### src/rtl/fetch_stage.sv
// Instruction fetch stage: PC register, IF/ID pipeline register and RUN/HALTED control.
// Redirects take priority over stalls; a HALT_INSTR word parks fetch until the next redirect.
module fetch_stage #(
  parameter logic [31:0] RESET_PC   = 32'h0000_0000,
  parameter logic [31:0] HALT_INSTR = 32'hFFFF_FFFF
) (
  input  logic        clk,
  input  logic        rst_n,
  input  logic        stall_if,
  input  logic        redirect_valid,
  input  logic [31:0] redirect_target,
  output logic [31:0] imem_addr,
  input  logic [31:0] imem_data,
  output logic [31:0] pc_if,
  output logic [31:0] if_id_instr,
  output logic [31:0] if_id_pc_plus4,
  output logic        if_id_valid,
  output logic        halted,
  output logic        misalign_err,
  output logic [31:0] fetch_count
);

  typedef enum logic {RUN, HALTED} state_t;

  state_t      state_q, state_d;
  logic [31:0] pc_q, pc_d;
  logic [31:0] instr_q, instr_d;
  logic [31:0] pp4_q, pp4_d;
  logic        valid_q, valid_d;
  logic        mis_q, mis_d;
  logic [31:0] cnt_q, cnt_d;
  logic [31:0] pc_plus4;

  assign pc_plus4 = pc_q + 32'd4;

  always_comb begin
    state_d = state_q;
    pc_d    = pc_q;
    instr_d = instr_q;
    pp4_d   = pp4_q;
    valid_d = valid_q;
    mis_d   = mis_q;
    cnt_d   = cnt_q;
    if (redirect_valid) begin
      // low target bits are dropped; the error flag records that it happened
      pc_d    = {redirect_target[31:2], 2'b00};
      instr_d = 32'h0;
      pp4_d   = 32'h0;
      valid_d = 1'b0;
      state_d = RUN;
      mis_d   = mis_q | (redirect_target[1:0] != 2'b00);
    end else if (stall_if) begin
      state_d = state_q;
    end else if (state_q == HALTED) begin
      instr_d = 32'h0;
      pp4_d   = 32'h0;
      valid_d = 1'b0;
    end else if (imem_data == HALT_INSTR) begin
      instr_d = 32'h0;
      pp4_d   = 32'h0;
      valid_d = 1'b0;
      state_d = HALTED;
    end else begin
      instr_d = imem_data;
      pp4_d   = pc_plus4;
      valid_d = 1'b1;
      pc_d    = pc_plus4;
      cnt_d   = cnt_q + 32'd1;
    end
  end

  always_ff @(posedge clk) begin
    if (!rst_n) begin
      state_q <= RUN;
      pc_q    <= RESET_PC;
      instr_q <= 32'h0;
      pp4_q   <= 32'h0;
      valid_q <= 1'b0;
      mis_q   <= 1'b0;
      cnt_q   <= 32'h0;
    end else begin
      state_q <= state_d;
      pc_q    <= pc_d;
      instr_q <= instr_d;
      pp4_q   <= pp4_d;
      valid_q <= valid_d;
      mis_q   <= mis_d;
      cnt_q   <= cnt_d;
    end
  end

  assign imem_addr      = pc_q;
  assign pc_if          = pc_q;
  assign if_id_instr    = instr_q;
  assign if_id_pc_plus4 = pp4_q;
  assign if_id_valid    = valid_q;
  assign halted         = (state_q == HALTED);
  assign misalign_err   = mis_q;
  assign fetch_count    = cnt_q;

endmodule

### config.mk
export PLATFORM = sky130hd
export DESIGN_NAME = fetch_stage
export DESIGN_NICKNAME = d
export VERILOG_FILES = /design/src/rtl/fetch_stage.sv
export SDC_FILE = /design/constraint.sdc
export NUM_CORES = 1
export LEC_CHECK = 0
export CAP_MARGIN = 10
export CORE_UTILIZATION = 48
export DETAILED_ROUTE_END_ITERATION = 16
export GPL_TIMING_DRIVEN = 1
export PLACE_DENSITY = 0.84
export SETUP_SLACK_MARGIN = 0.15
export SLEW_MARGIN = 20
export SYNTH_ARGS = -nofsm -noshare
export SYNTH_HDL_FRONTEND = slang
export SYNTH_SLANG_ARGS = --single-unit
### constraint.sdc
create_clock -name clk -period 6.9 [get_ports clk]
set_input_delay 1.725 -clock clk [delete_from_list [all_inputs] [get_ports clk]]
set_output_delay 1.725 -clock clk [all_outputs]
set_load 0.01 [all_outputs]
==> reports/metrics.csv <==
metric,value,unit
final WL,19.1,mm
"Top FF cell, synth",dfxtp_1,
Core Area,12200,sq um
WP depth,6,
Worst setup EP type,flop,
non-filler instance count after layout,1037,
IO buf count,224,
Mean Syn Cell Area,8.80,sq um
final setup margin,2.34,ns
Min-Delay Path Depth,2,
Num CTS Buffers,17,
RSZ-0062 raised after global routing,no,
Tcrit/Tclk final,66.1,%
drt wl/cell,18.4,um
clock-pin slew on the worst setup and hold paths,0.05,ns
die area,13100,sq um
max incr delay on CP,0.84,ns
"Gates resized, CTS repair",0,
P per Cell Area,214,nW/um^2
leakage,2.89,nW
Slowest cell on crit path,nor4_4,
sequential-to-total area share from yosys stat,42.0,%
max-cap violations,0,
vias in the first global route,5712,
largest net degree at the start of global routing,64,
Worst EP arrival,4.82,ns
"CP delay by family, top",simple AND/OR/NAND/NOR gates,
Pre-antenna DRT Iters,5,
number of synthesized flops with an enable pin,0,
most frequent cell after synthesis,dfxtp_1,
Worst Setup Start Kind,input pin,
final net count,928,
worst hold path type,flop to flop,
post-synth design cell area,6060,sq um
share of cells above drive strength 1,5.18,%
dpl cells,1007,
Final Max Tran Viols,0,
WP data required,7.16,ns
Placement Setup Slack,1.97,ns
worst path cell trace,"clkdlybuf4s50_1, nand4_1, nor4_4, a21oi_1, nand2_1, o21ai_0",
crit path buf inv count,1,
Fmax,219,MHz
Placer Congestion,0.852,
Synth area leaders,"dfxtp_1 (42%), o21ai_0 (6.0%), a22o_1 (4.9%)",
Synth cell types,56,
run status,completed,
Starting Density,49.8,%
cts hold-fix bufs,0,
"antenna viol nets, final",0,
Peak VDD IR,142,uV
gr usage total,29.0,%
io pins,231,
CTS root buf,clkbuf_16,
critical path class,input pin to flop,
final setup violating endpoints,0,
Seq cells post-synth,127,
dpl cell area,8120,sq um
FILL cells,928,
Sink Count,127,
dominant cell type by area after synthesis,dfxtp_1,
CTS tree,done,
grt total ovfl,0,
Post-synth top cells,"dfxtp_1 (127), o21ai_0 (72), nand2_1 (62), buf_4 (38), clkbuf_1 (35)",
Ys Warns,0,
first-pass GRT wire length,29.7,mm
Die X,114,um
Max clock buf depth,2,
Detailed Place HPWL,13.4,mm
buffer count from post-CTS setup fixing,0,
final hold vios,0,
crit path time final,4.56,ns
Die Span Y,114,um
post-synth top area share,42.0,%
storage element area,2540,sq um
Setup TNS,0,ns
Max-slew headroom,24.9,%
via count,6148,
Layout area overhead,43.3,%
Final Core Density,71.4,%
Residual DRC,0,
total design power,1.86,mW
Vias per Instance,5.93,
asr flop ratio synth,0,%
H-tree depth,4,
Worst Skew,0.00654,ns
Slew @ Worst Pin,1.12,ns
antenna fix cells,0,
reg2reg path depth,4,
cells after synthesis,688,
antenna violations before repair,0,
Clock Latency Late Sink,0.42,ns
post-route cell area,8680,sq um
multi-input logic area,3070,sq um
crit path max fanout,30,
Min Hold Slack,0.446,ns
drt initial violations,539,
Core Rows,40,
[tightest hold or removal path: cells and delay by family, from the launching register on]
family	cells	cell delay (ns)
compound gates	1	0.05
flops	1	0.30
buf+inv	1	0.04
[power by group]
| part | switching [mW] | leakage [nW] | internal, mW |
|---|---|---|---|
| sequential | 0.0364 | 1.04 | 0.759 |
| combinational | 0.0937 | 1.58 | 0.119 |
| clock | 0.310 | 0.279 | 0.542 |
| total | 0.440 | 2.89 | 1.42 |
[layout make-up]
type                            count  area share (%)
Tap cell                          168            2.42
Inverter                            7           0.303
Multi-Input combinational cell    477            35.4
Clock inverter                      8            1.04
Clock buffer                       22            5.35
Timing Repair Buffer              228            26.2
Sequential cell                   127            29.3
[registers in the layout, indices dropped and copies added (netlist names)]
| name | cells |
|---|---|
| if_id_valid | 1 |
| halted | 1 |
| misalign_err | 1 |
| imem_addr | 30 |
| if_id_pc_plus4 | 30 |
| fetch_count | 32 |
| if_id_instr | 32 |
[layout by cell type, fill, tap and decap left out, drive strengths merged, types with 3 or more instances in the layout]
| cell type | Yosys | routed |
|---|---|---|
| clkdlybuf4s50 | 0 | 224 |
| dfxtp | 127 | 127 |
| o21ai | 75 | 75 |
| nand2 | 62 | 62 |
| a22o | 34 | 34 |
| nand4 | 34 | 34 |
| nand3 | 23 | 23 |
| a31oi | 23 | 23 |
| a21oi | 22 | 22 |
| clkbuf | 35 | 22 |
| xnor2 | 19 | 19 |
| xor2 | 19 | 19 |
| nor2 | 18 | 18 |
| or3 | 18 | 18 |
| or4 | 17 | 17 |
| o31ai | 14 | 14 |
| nor4 | 10 | 10 |
| nand3b | 8 | 8 |
| and3 | 8 | 8 |
| nor3 | 8 | 8 |
| inv | 7 | 7 |
| a2111oi | 7 | 7 |
| conb | 1 | 6 |
| clkinv | 0 | 6 |
| and4 | 5 | 5 |
| o21a | 5 | 5 |
| nand2b | 5 | 5 |
| a21bo | 5 | 5 |
| a211oi | 5 | 5 |
| buf | 47 | 4 |
| nor2b | 3 | 3 |
| mux2i | 3 | 3 |
[cell families after synthesis]
kind of cell             count (synthesis)  share of synthesized area (%)
flip-flops                             127                           42.0
adder cells (fa/ha/maj)                  2                          0.413
buffers and inverters                   89                           8.14
AND/OR/NAND/NOR                        227                           21.1
XOR/XNOR                                38                           5.50
other                                    1                         0.0619
multiplexers                             3                          0.496
AO/OA/AOI/OAI                          201                           22.3
[final timing paths]
path	startpoint	end	slack, ns
setup / recovery	imem_data[31]	if_id_pc_plus4[23]$_SDFFE_PP0N_	2.34
hold / removal	misalign_err$_SDFFE_PN0P_	misalign_err$_SDFFE_PN0P_	0.45
setup reg to reg	halted$_SDFFE_PP0N_	if_id_pc_plus4[23]$_SDFFE_PP0N_	4.30
hold reg to reg	misalign_err$_SDFFE_PN0P_	misalign_err$_SDFFE_PN0P_	0.45
[routing by layer]
layer	global-route usage, %	part of all wire [%]
met1	34.6	40
met2	48.3	49
met3	7.73	7.9
met4	14.4	2.7
met5	0	0
No activity file was read; power rests on OpenSTA's default activity.
